===== src/rtl/systolic_pkg.sv =====
// Shared types and helpers for the systolic array operand feeder.
package systolic_pkg;

  localparam int OP_WIDTH = 8;

  typedef enum logic [2:0] {
    IDLE,
    CLEAR,
    STREAM,
    DRAIN,
    DONE
  } feeder_state_t;

  typedef logic signed [OP_WIDTH-1:0] op_t;

  // Cycles needed to push every operand through the most-skewed lane.
  function automatic int stream_len(input int size, input int skew);
    return size + skew * (size - 1);
  endfunction

endpackage


===== src/rtl/systolic_operand_bank.sv =====
// SIZE x SIZE operand register bank: one write port, one combinational read per lane.
module operand_bank #(
  parameter int SIZE       = 3,
  parameter int DATA_WIDTH = 8,
  parameter int IW         = 2
) (
  input  logic                         clk,
  input  logic                         rst,
  input  logic                         wr_en,
  input  logic [IW-1:0]                wr_row,
  input  logic [IW-1:0]                wr_col,
  input  logic signed [DATA_WIDTH-1:0] wr_data,
  input  logic [IW-1:0]                rd_row  [SIZE],
  input  logic [IW-1:0]                rd_col  [SIZE],
  output logic signed [DATA_WIDTH-1:0] rd_data [SIZE]
);

  localparam logic [IW:0] SIZE_LIM = (IW+1)'(SIZE);

  logic signed [DATA_WIDTH-1:0] mem [SIZE][SIZE];

  always_ff @(posedge clk or negedge rst) begin
    if (!rst) begin
      for (int r = 0; r < SIZE; r++) begin
        for (int c = 0; c < SIZE; c++) begin
          mem[r][c] <= '0;
        end
      end
    end else if (wr_en) begin
      mem[wr_row][wr_col] <= wr_data;
    end
  end

  // Out-of-range addresses read as zero so no lane ever indexes past the array.
  always_comb begin
    for (int l = 0; l < SIZE; l++) begin
      rd_data[l] = '0;
      if (({1'b0, rd_row[l]} < SIZE_LIM) && ({1'b0, rd_col[l]} < SIZE_LIM)) begin
        rd_data[l] = mem[rd_row[l]][rd_col[l]];
      end
    end
  end

endmodule


===== src/rtl/systolic_operand_feeder.sv =====
// Loads A/B operand banks and streams them, diagonally skewed, into the systolic array.
//   state  | meaning
//   IDLE   | banks writable, waiting for start
//   CLEAR  | one-cycle accumulator clear, operands zero
//   STREAM | step t drives A row lanes / B column lanes
//   DRAIN  | zero operands while the last products settle
//   DONE   | one-cycle done pulse, still busy
module systolic_operand_feeder
  import systolic_pkg::*;
#(
  parameter int SIZE         = 3,
  parameter int DATA_WIDTH   = OP_WIDTH,
  parameter int SKEW         = 1,
  parameter int DRAIN_CYCLES = 1
) (
  input  logic                         clk,
  input  logic                         rst,
  input  logic                         wr_en,
  input  logic                         wr_sel,
  input  logic [$clog2(SIZE)-1:0]      wr_row,
  input  logic [$clog2(SIZE)-1:0]      wr_col,
  input  logic signed [DATA_WIDTH-1:0] wr_data,
  output logic                         wr_err,
  input  logic                         start,
  output logic                         busy,
  output logic                         ready,
  output logic                         clear_out,
  output logic signed [DATA_WIDTH-1:0] A_out [SIZE],
  output logic signed [DATA_WIDTH-1:0] B_out [SIZE],
  output logic                         done
);

  localparam int IW = $clog2(SIZE);
  localparam int T  = stream_len(SIZE, SKEW);
  localparam int CW = $clog2(T + DRAIN_CYCLES + 1);
  localparam logic [CW-1:0] STREAM_LAST = CW'(T - 1);
  localparam logic [CW-1:0] DRAIN_LAST  = CW'(T + DRAIN_CYCLES - 1);
  localparam logic [IW:0]   SIZE_LIM    = (IW+1)'(SIZE);

  feeder_state_t state, nxt_state;
  logic [CW-1:0] step, nxt_step;
  logic          wr_ok;
  int            lane_k [SIZE];
  logic [SIZE-1:0] lane_ok;
  logic [IW-1:0] a_rd_row [SIZE];
  logic [IW-1:0] a_rd_col [SIZE];
  logic [IW-1:0] b_rd_row [SIZE];
  logic [IW-1:0] b_rd_col [SIZE];
  logic signed [DATA_WIDTH-1:0] a_rd [SIZE];
  logic signed [DATA_WIDTH-1:0] b_rd [SIZE];

  assign wr_ok = wr_en && (state == IDLE) &&
                 ({1'b0, wr_row} < SIZE_LIM) && ({1'b0, wr_col} < SIZE_LIM);

  always_comb begin
    nxt_state = state;
    nxt_step  = step;
    case (state)
      IDLE:   if (start) nxt_state = CLEAR;
      CLEAR: begin
        nxt_state = STREAM;
        nxt_step  = '0;
      end
      STREAM: begin
        if (step == STREAM_LAST) begin
          nxt_state = (DRAIN_CYCLES > 0) ? DRAIN : DONE;
        end
        nxt_step = step + CW'(1);
      end
      DRAIN: begin
        if (step == DRAIN_LAST) nxt_state = DONE;
        nxt_step = step + CW'(1);
      end
      DONE: begin
        nxt_state = IDLE;
        nxt_step  = '0;
      end
      default: nxt_state = IDLE;
    endcase
  end

  // Outputs are registered, so bank reads are addressed by the step about to be shown.
  always_comb begin
    for (int l = 0; l < SIZE; l++) begin
      lane_k[l]   = int'(nxt_step) - SKEW * l;
      lane_ok[l]  = (nxt_state == STREAM) && (lane_k[l] >= 0) && (lane_k[l] < SIZE);
      a_rd_row[l] = IW'(l);
      a_rd_col[l] = IW'(lane_k[l]);
      b_rd_row[l] = IW'(lane_k[l]);
      b_rd_col[l] = IW'(l);
    end
  end

  operand_bank #(.SIZE(SIZE), .DATA_WIDTH(DATA_WIDTH), .IW(IW)) u_bank_a (
    .clk    (clk),
    .rst    (rst),
    .wr_en  (wr_ok && !wr_sel),
    .wr_row (wr_row),
    .wr_col (wr_col),
    .wr_data(wr_data),
    .rd_row (a_rd_row),
    .rd_col (a_rd_col),
    .rd_data(a_rd)
  );

  operand_bank #(.SIZE(SIZE), .DATA_WIDTH(DATA_WIDTH), .IW(IW)) u_bank_b (
    .clk    (clk),
    .rst    (rst),
    .wr_en  (wr_ok && wr_sel),
    .wr_row (wr_row),
    .wr_col (wr_col),
    .wr_data(wr_data),
    .rd_row (b_rd_row),
    .rd_col (b_rd_col),
    .rd_data(b_rd)
  );

  always_ff @(posedge clk or negedge rst) begin
    if (!rst) begin
      state     <= IDLE;
      step      <= '0;
      busy      <= 1'b0;
      ready     <= 1'b1;
      clear_out <= 1'b0;
      done      <= 1'b0;
      wr_err    <= 1'b0;
      for (int l = 0; l < SIZE; l++) begin
        A_out[l] <= '0;
        B_out[l] <= '0;
      end
    end else begin
      state     <= nxt_state;
      step      <= nxt_step;
      busy      <= (nxt_state != IDLE);
      ready     <= (nxt_state == IDLE);
      clear_out <= (nxt_state == CLEAR);
      done      <= (nxt_state == DONE);
      wr_err    <= wr_en && !wr_ok;
      for (int l = 0; l < SIZE; l++) begin
        A_out[l] <= lane_ok[l] ? a_rd[l] : '0;
        B_out[l] <= lane_ok[l] ? b_rd[l] : '0;
      end
    end
  end

endmodule


===== config.mk =====
export PLATFORM = sky130hd
export DESIGN_NAME = systolic_operand_feeder
export DESIGN_NICKNAME = d
export VERILOG_FILES = /design/src/rtl/systolic_pkg.sv /design/src/rtl/systolic_operand_bank.sv /design/src/rtl/systolic_operand_feeder.sv
export SDC_FILE = /design/constraint.sdc
export NUM_CORES = 1
export LEC_CHECK = 0
export CORE_MARGIN = 10
export CORE_UTILIZATION = 51
export CTS_BUF_LIST = sky130_fd_sc_hd__clkbuf_4 sky130_fd_sc_hd__clkbuf_8
export DETAILED_ROUTE_END_ITERATION = 10
export DONT_BUFFER_PORTS = 1
export PLACE_DENSITY = 0.71
export SLEW_MARGIN = 20
export SYNTH_ARGS = -nofsm -noshare
export SYNTH_HDL_FRONTEND = slang
export SYNTH_SLANG_ARGS = --single-unit

===== constraint.sdc =====
create_clock -name clk -period 8.2 [get_ports clk]
set_input_delay 0.82 -clock clk [delete_from_list [all_inputs] [get_ports clk]]
set_output_delay 0.82 -clock clk [all_outputs]
set_load 0.1 [all_outputs]

==> results.json, run 1 <==
{
  "r2r_cells": 11,
  "wire_per_inst_um": 22.46,
  "drc_errors": 0,
  "ys_seq_area_frac": 0.5669,
  "synthArstFlopShare": 1.000,
  "internal_power_uw": 1889,
  "vias": 5903,
  "netlist.area_leader.share": 0.5640,
  "placed_cell_area_sq_mm": 0.008997,
  "fillers": 1395,
  "r2r_setup_slack_ps": 4250,
  "clk_latency_ps": 530,
  "num_antenna_cells": 0,
  "hold_violations": 0,
  "p_seq_frac": 0.447,
  "ys_warn_count": 0,
  "grt_pass1_vias": 6013,
  "core_region_area_sq_mm": 0.01724,
  "die-area_sq_mm": 0.02328,
  "htree_levels": 2,
  "required_ps": 8610,
  "grt_overflow_total": 0,
  "synth-seq-cells": 203,
  "arrival_ps": 4350,
  "cts_buffers": 34,
  "clk_path_buf_depth": 3,
  "die_w_um": 152.6,
  "grt_setup_unrepaired": "no",
  "setup_viol": 0,
  "fp.dieH_um": 152.6,
  "synth-edff-count": 0,
  "leakagePower_uw": 0.004467,
  "fin_area_sq_mm": 0.009697,
  "final_nets": 726,
  "grt_pass1_wl_um": 34110,
  "gp_congestion": 0.8523,
  "crit_type": "reg -> reg",
  "area_growth_pct": 8.195,
  "synth_area_leaders": "dfrtp_1 56%, mux2_2 18%, a31oi_1 2.4%, nand4_1 2.2%, o21ai_0 1.9%",
  "p_comb_frac": 0.300,
  "cp-end-kind": "flop",
  "period_share": 0.4812,
  "pin_count": 70,
  "grt.total_usage": 0.1790,
  "cts_setup_buffers": 0,
  "cp-start-kind": "flop",
  "grt_max_degree": 178,
  "synth_flop_cell": "dfrtp_1",
  "critPathMaxFanout": 37,
  "finalClockSkew_ps": 26.93,
  "dr.pass1.iters": 6,
  "clkPwrFrac": 0.252,
  "avgSynthCellArea_sq_um": 12.41,
  "syn_nets": 745,
  "fin_crit_ps": 3946,
  "p_per_area_mw_per_mm2": 352.7,
  "cts_tree": "built",
  "routed_wl_um": 21300,
  "timing.rr.end": "A_out[4]",
  "yosysUniqueCellTypes": 57,
  "antenna_found_initial": 0,
  "maxCapViolations": 0,
  "setup_tns_ps": 0,
  "mostFrequentLayoutCell": "dfrtp_1",
  "swShare": 0.4477,
  "dp_hpwl_um": 12810,
  "num_rows": 48,
  "report.final.slew_viol_count": 0,
  "final_cell_mix": "202 x dfrtp_1, 144 x mux2_2, 38 x clkbuf_8, 34 x a31oi_1, 34 x o21ai_0",
  "synth_largest_area_cell": "dfrtp_1",
  "ctsRootBufferMaster": "clkbuf_8",
  "port_buffers": 0,
  "fmax_mhz": 253.4,
  "slew_headroom": 0.2603,
  "drive_gt1_frac": 0.3029,
  "postRouteAntennaNets": 0,
  "netlist_area_sq_mm": 0.008962,
  "power_switching_uw": 1531,
  "outcome": "finished clean",
  "peakVddDrop_mv": 0.1953,
  "viasPerCell": 6.227,
  "initial_core_util": 0.5200,
  "cts.sinks": 203,
  "reg2reg_from": "step[0]",
  "synthCells": 722,
  "initialDrtViolationCount": 612,
  "clk_pin_slew_ps": 60,
  "hp-class": "in -> async",
  "worst_pin_slew_ps": 1110
}
## cell type report
type	count	area, sq um	share of cell area
flip-flops and latches	203	5081	0.5240
well taps	225	281.5	0.02903
multi-input cells	432	3506	0.3615
clock inverters	6	38.79	0.004000
repair buffers	5	70.07	0.007226
inverters	27	106.4	0.01097
clock buffers	50	613.1	0.06323
## synth_stat cells, types with 8 or more instances
| library cell | number |
|---|---|
| clkbuf_1 | 37 |
| buf_2 | 13 |
| nand4_1 | 32 |
| nand2_1 | 29 |
| dfrtp_1 | 202 |
| a22oi_1 | 8 |
| and4_1 | 19 |
| a211oi_1 | 16 |
| nand3_1 | 27 |
| a31oi_1 | 34 |
| nor2_1 | 16 |
| o21ai_0 | 34 |
| inv_1 | 25 |
| a21oi_1 | 8 |
| mux2_2 | 144 |
## timing repair
item,4_1_cts,5_1_grt
hold buffers,2,0
hold endpoints to repair,177,0
gates resized for setup,0,0
## power groups by stage
stage / combinational (uW) / sequential, uW / clock (uW)
final: 1030 / 1530 / 863
after global routing: 1130 / 1550 / 927
after CTS: 1020 / 1530 / 882
after detailed placement: 998 / 1550 / 0
after global placement: 956 / 1540 / 0
after floorplan: 837 / 1500 / 0
## registers in the layout, indices dropped and copies added, names as in the netlist
signal and count:
A_out 24, step 3, B_out 24, clear_out 1
busy 1, state 3, wr_err 1, done 1
ready 1, u_bank_b.mem 72, u_bank_a.mem 72
## worst max-delay path by stage
stage | from | end | slack (ps) | cells after the start
floorplan | step[0] | A_out[7] | 5260 | 10
CTS | step[0] | B_out[5] | 4310 | 11
finish | step[0] | A_out[4] | 4250 | 11
global route | step[0] | B_out[2] | 3960 | 11
global placement | step[0] | B_out[5] | 4570 | 11
detailed placement | step[0] | A_out[4] | 4340 | 11
## per-layer routing
metal	up-vias	global-route usage	wire, um
met2	193	0.2869	10410
met3	35	0.04601	1506
met4	0	0.06131	417
met1	3058	0.2302	8963
li1	2617	-	-
met5	-	0	0
## stage by stage
step	cells	hold WS, ps	utilization	setup slack (ps)	total power [uW]
6_report	948	128.7	0.5626	4254	3420
5_1_grt	948	119.0	0.5626	3959	3609
4_1_cts	948	117.9	0.5626	4305	3437
3_5_place_dp	890	485.5	0.5220	4338	2547
3_3_place_gp	890	479.5	0.5220	4567	2496
2_1_floorplan	722	471.2	-	5258	2338
## critical path, stage by stage (launching register included)
cell      delay (ps)
dfrtp_1          500
inv_1            190
ha_1             390
nand3b_1         110
buf_4            320
and3_4           540
inv_1             90
ha_1             330
xor2_1           150
nor2_1           100
nand4b_1         590
a311oi_1         480
## cell families (layout without fill, tap and decap cells)
kind of cell	Yosys count	count (layout)	share of synthesized area
buf+inv	87	88	0.04383
flops	203	203	0.5669
xor+xnor	1	1	0.0009774
simple gates	158	158	0.1089
mux	144	144	0.1809
fa+ha+maj	6	6	0.008376
compound gates	123	123	0.09005
No activity file was read; power rests on OpenSTA's default activity.
==> run 2, diff against run 1 <==
--- a/config.mk
+++ b/config.mk
@@ -10,7 +10,7 @@
 export CTS_BUF_LIST = sky130_fd_sc_hd__clkbuf_4 sky130_fd_sc_hd__clkbuf_8
 export DETAILED_ROUTE_END_ITERATION = 10
 export DONT_BUFFER_PORTS = 1
-export PLACE_DENSITY = 0.71
+export PLACE_DENSITY = 0.74
 export SLEW_MARGIN = 20
 export SYNTH_ARGS = -nofsm -noshare
 export SYNTH_HDL_FRONTEND = slang
==> constraint.sdc (replaced) <==
create_clock -name clk -period 3.2 [get_ports clk]
set_input_delay 0.32 -clock clk [delete_from_list [all_inputs] [get_ports clk]]
set_output_delay 0.32 -clock clk [all_outputs]
set_load 0.1 [all_outputs]
==> run 2 against run 1 <==
Effect of this change:
- the flow now finishes with violations (negative hold slack)
- critical path depth decreased by 1
- flip-flop and latch count unchanged
- maximum frequency increased by 40%
- first-iteration DRC count decreased by 13%
- global-route usage increased by 0.16 points
- sequential power increased to 2.5 times the previous value
- worst setup slack got worse by 3900 ps
- sequential share of layout area decreased by 1.4 points
- design area increased by 2.7%
- clock power increased to 2.8 times the previous value
- hold slack got worse by 630 ps
- largest cell class unchanged
==> results.json, run 2 (same netlist as run 1, synthesis figures left out) <==
{
  "clkPwrFrac": 0.264,
  "peakVddDrop_mv": 0.6344,
  "critPathMaxFanout": 19,
  "cp-start-kind": "flop",
  "holdBufCountCts": 10,
  "p_per_area_mw_per_mm2": 923.1,
  "antenna_found_initial": 2,
  "postRouteAntennaNets": 0,
  "pin_count": 70,
  "placed_cell_area_sq_mm": 0.009123,
  "arrival_ps": 3220,
  "slew_headroom": 0.3525,
  "cts_buffers": 35,
  "routed_wl_um": 21900,
  "wire_per_inst_um": 22.32,
  "core_region_area_sq_mm": 0.01724,
  "worst_pin_slew_ps": 972.0,
  "hold_violations": 203,
  "gp_congestion": 0.8820,
  "vias": 6136,
  "fin_area_sq_mm": 0.009957,
  "ctsRootBufferMaster": "clkbuf_8",
  "report.final.slew_viol_count": 0,
  "grt_pass1_wl_um": 34690,
  "violations": "negative hold slack",
  "area_growth_pct": 11.10,
  "fin_crit_ps": 2817,
  "fp.dieH_um": 152.6,
  "hold-worst-slack_ps": -502.0,
  "clk_pin_slew_ps": 60,
  "cp-end-kind": "flop",
  "drc_errors": 0,
  "reg_top3": "u_bank_a.mem x72, u_bank_b.mem x72",
  "crit_type": "reg -> reg",
  "p_comb_frac": 0.313,
  "internal_power_uw": 5144,
  "htree_levels": 2,
  "dr.pass1.iters": 5,
  "setup_viol": 0,
  "final_cell_mix": "202 x dfrtp_1, 144 x mux2_2, 42 x clkbuf_8, 34 x a31oi_1, 34 x o21ai_0",
  "finalClockSkew_ps": 16.37,
  "p_seq_frac": 0.423,
  "drive_gt1_frac": 0.3170,
  "fmax_mhz": 354.9,
  "setup_tns_ps": 0,
  "required_ps": 3610,
  "clk_path_buf_depth": 3,
  "initialDrtViolationCount": 534,
  "cts_tree": "built",
  "maxCapViolations": 0,
  "die_w_um": 152.6,
  "cts.sinks": 203,
  "leakagePower_uw": 0.004617,
  "grt_overflow_total": 0,
  "num_rows": 48,
  "initial_core_util": 0.5200,
  "die-area_sq_mm": 0.02328,
  "ctsResizeCount": 0,
  "grt_max_degree": 204,
  "power_switching_uw": 4047,
  "cts_setup_buffers": 0,
  "swShare": 0.4403,
  "grt.total_usage": 0.1806,
  "port_buffers": 0,
  "clk_latency_ps": 530,
  "grt_setup_unrepaired": "no",
  "outcome": "finished with violations",
  "grt_pass1_vias": 6149,
  "dp_hpwl_um": 13050,
  "viasPerCell": 6.255,
  "period_share": 0.8804,
  "final_nets": 754,
  "mostFrequentLayoutCell": "dfrtp_1",
  "hp-class": "in -> async"
}
-- run 2: final cells by class --
type                       instances  area [sq um]
fill                            1329          7279
timing repair buffer              32         265.3
sequential                       203          5081
clock inverter                     6         61.31
antenna                            2         5.005
inverter                          27         106.4
clock buffer                      54         668.1
multi-input combinational        432          3488
tap                              225         281.5
-- run 2: worst max-delay path: stages, from the launching register on --
cell and delay [ps]:
dfrtp_1 380, buf_4 200, nor3b_2 340, o22ai_1 130, a21oi_1 400, ha_1 340
xor2_1 150, nor2_1 100, nand4b_1 140, buf_4 250, a311oi_1 260
-- run 2: metrics by stage --
step / hold slack [ps] / util / worst slack [ps] / std cells / total power [uW]
after detailed placement: 35.25 / 0.5293 / 435.5 / 909 / 6699
final: -502.0 / 0.5777 / 382.6 / 981 / 9192
after global placement: 36.96 / 0.5293 / 596.7 / 909 / 6590
after floorplan: 24.41 / - / 258.0 / 722 / 5991
after CTS: -524.8 / 0.5774 / 421.6 / 979 / 9184
after global routing: -522.7 / 0.5775 / 199.7 / 980 / 9595
-- run 2: per-layer routing --
| metal | track usage | vias up | share of wire |
|---|---|---|---|
| met5 | 0 | - | 0 |
| met4 | 0.05495 | 0 | 0.021 |
| met3 | 0.05363 | 47 | 0.071 |
| met2 | 0.2815 | 217 | 0.48 |
| met1 | 0.2374 | 3180 | 0.43 |
| li1 | - | 2692 | - |
-- run 2: path summary, 6_finish.rpt --
| kind | from | to | slack (ps) | depth (start not counted) |
|---|---|---|---|---|
| min in group clk | wr_col[1] | u_bank_b.mem[66] | 120 | 2 |
| max in group asynchronous | rst | A_out[16] | 3240 | 0 |
| setup / recovery | state[1] | B_out[5] | 380 | 10 |
| setup reg to reg | state[1] | B_out[5] | 380 | 10 |
| hold reg to reg | u_bank_b.mem[60] | u_bank_b.mem[60] | 490 | 1 |
| hold / removal | rst | A_out[8] | -500 | 0 |
-- run 2: power by group through the flow --
stage / clock [uW] / combinational, uW / sequential (uW)
after global placement: 0 / 2680 / 3910
after global routing: 2590 / 3080 / 3930
after CTS: 2470 / 2820 / 3890
after detailed placement: 0 / 2770 / 3930
final: 2430 / 2880 / 3880
after floorplan: 0 / 2150 / 3850
==> run 3, diff against run 2 <==
--- a/config.mk
+++ b/config.mk
@@ -5,12 +5,14 @@
 export SDC_FILE = /design/constraint.sdc
 export NUM_CORES = 1
 export LEC_CHECK = 0
+export CELL_PAD_IN_SITES_DETAIL_PLACEMENT = 0
+export CELL_PAD_IN_SITES_GLOBAL_PLACEMENT = 1
 export CORE_MARGIN = 10
-export CORE_UTILIZATION = 51
+export CORE_UTILIZATION = 49
 export CTS_BUF_LIST = sky130_fd_sc_hd__clkbuf_4 sky130_fd_sc_hd__clkbuf_8
 export DETAILED_ROUTE_END_ITERATION = 10
 export DONT_BUFFER_PORTS = 1
-export PLACE_DENSITY = 0.74
+export PLACE_DENSITY = 0.76
 export SLEW_MARGIN = 20
 export SYNTH_ARGS = -nofsm -noshare
 export SYNTH_HDL_FRONTEND = slang
==> run 3 against run 2 <==
Effect of this change:
- the run still ends with negative hold slack left
- core utilization decreased by 2.5 points
- register-to-register slack improved by 50 ps
- combinational power fell by 3%
- via count is 2.2% lower
- wire length increased by 0.94%
- hold slack worse by 3.4 ps
- maximum frequency grew 1.8%
==> results.json, run 3 (same netlist as run 1, synthesis figures left out) <==
{
  "outcome": "finished with violations",
  "violations": "negative hold slack",
  "cp-start-kind": "flop",
  "die-area_sq_mm": 0.02410,
  "maxCapViolations": 0,
  "grt_overflow_total": 0,
  "crit_type": "reg -> reg",
  "arrival_ps": 3170,
  "num_rows": 49,
  "ctsResizeCount": 0,
  "mostFrequentLayoutCell": "dfrtp_1",
  "hp-class": "in -> async",
  "vias": 6003,
  "critPathMaxFanout": 20,
  "peakVddDrop_mv": 0.6567,
  "cp-end-kind": "flop",
  "hold-worst-slack_ps": -505.4,
  "initial_core_util": 0.4989,
  "grt_setup_unrepaired": "no",
  "report.final.slew_viol_count": 0,
  "core_region_area_sq_mm": 0.01796,
  "reg_top3": "u_bank_a.mem x72, u_bank_b.mem x72",
  "fp.dieH_um": 155.2,
  "r2r_setup_slack_ps": 430,
  "grt_pass1_wl_um": 34640,
  "port_buffers": 0,
  "initialDrtViolationCount": 408,
  "timing.rr.end": "B_out[7]",
  "drc_errors": 0,
  "dp_cells": 907,
  "slew_headroom": 0.3433,
  "leakagePower_uw": 0.004603,
  "setup_viol": 0,
  "wire_per_inst_um": 22.58,
  "drive_gt1_frac": 0.3151,
  "finalNonFillerCells": 979,
  "required_ps": 3600,
  "finalClockSkew_ps": 27.37,
  "dp_hpwl_um": 13180,
  "clk_pin_slew_ps": 60,
  "period_share": 0.8652,
  "gp_congestion": 0.8606,
  "viasPerCell": 6.132,
  "grt_pass1_vias": 6099,
  "postRouteAntennaNets": 0,
  "die_w_um": 155.2,
  "cts_tree": "built",
  "routed_wl_um": 22100,
  "holdBufCountCts": 9,
  "fmax_mhz": 361.2,
  "r2r_cells": 6,
  "cts_buffers": 35,
  "area_growth_pct": 10.81,
  "grt.total_usage": 0.1808,
  "cts.sinks": 203,
  "cts_setup_buffers": 0,
  "final_cell_mix": "202 x dfrtp_1, 144 x mux2_2, 47 x clkbuf_8, 34 x a31oi_1, 34 x o21ai_0",
  "hold_violations": 203,
  "pin_count": 70,
  "grt_max_degree": 204,
  "antenna_found_initial": 1,
  "worst_pin_slew_ps": 981.9,
  "reg2reg_from": "state[1]",
  "clk_path_buf_depth": 3,
  "ctsRootBufferMaster": "clkbuf_8",
  "fin_util": 0.5528,
  "htree_levels": 2,
  "final_nets": 747,
  "fin_crit_ps": 2769,
  "dr.pass1.iters": 4,
  "p_per_area_mw_per_mm2": 923.1,
  "clk_latency_ps": 520,
  "setup_tns_ps": 0
}
-- run 3: cell type report --
class                      count  area [sq um]
antenna                        1         2.502
clock buffer                  60         744.5
clock inverter                 2         10.01
fill                        1518          8033
inverter                      27         106.4
multi-input combinational    432          3490
sequential                   203          5081
tap                          229         286.5
timing repair buffer          25         210.2
-- run 3: critical path: stages (launching register included) --
cell and delay, ps:
dfrtp_1 700, o21ba_2 320, o22ai_1 100, a21oi_1 330
ha_1 330, or4_1 540, a221oi_1 320
-- run 3: how the worst max path moves through the flow --
stage | startpoint | to | slack, ps
floorplan | step[0] | A_out[7] | 260
global placement | state[1] | B_out[7] | 610
detailed placement | state[1] | B_out[7] | 470
CTS | state[1] | B_out[7] | 440
global route | step[0] | A_out[14] | 250
finish | state[1] | B_out[7] | 430
-- run 3: through the flow --
step	total power, uW	hold WS, ps	instance area, sq um	setup WS (ps)
global route	9616	-520.5	9928	251.0
CTS	9207	-518.6	9927	438.3
detailed placement	6697	33.13	9082	468.1
floorplan	5991	24.41	8962	258.0
finish	9167	-505.4	9931	431.3
global placement	6602	32.68	9082	613.7
-- run 3: where the power goes --
part | switching (uW) | internal (uW)
Combinational | 2020 | 780
Sequential | 1000 | 2910
Clock | 995 | 1460
-- run 3: routing by layer --
layer | routed length [um] | GRT usage | vias to the layer above
li1 | - | - | 2674
met2 | 10460 | 0.2844 | 193
met1 | 9646 | 0.2425 | 3109
met4 | 398 | 0.05838 | 0
met5 | 0 | 0 | -
met3 | 1599 | 0.04163 | 27
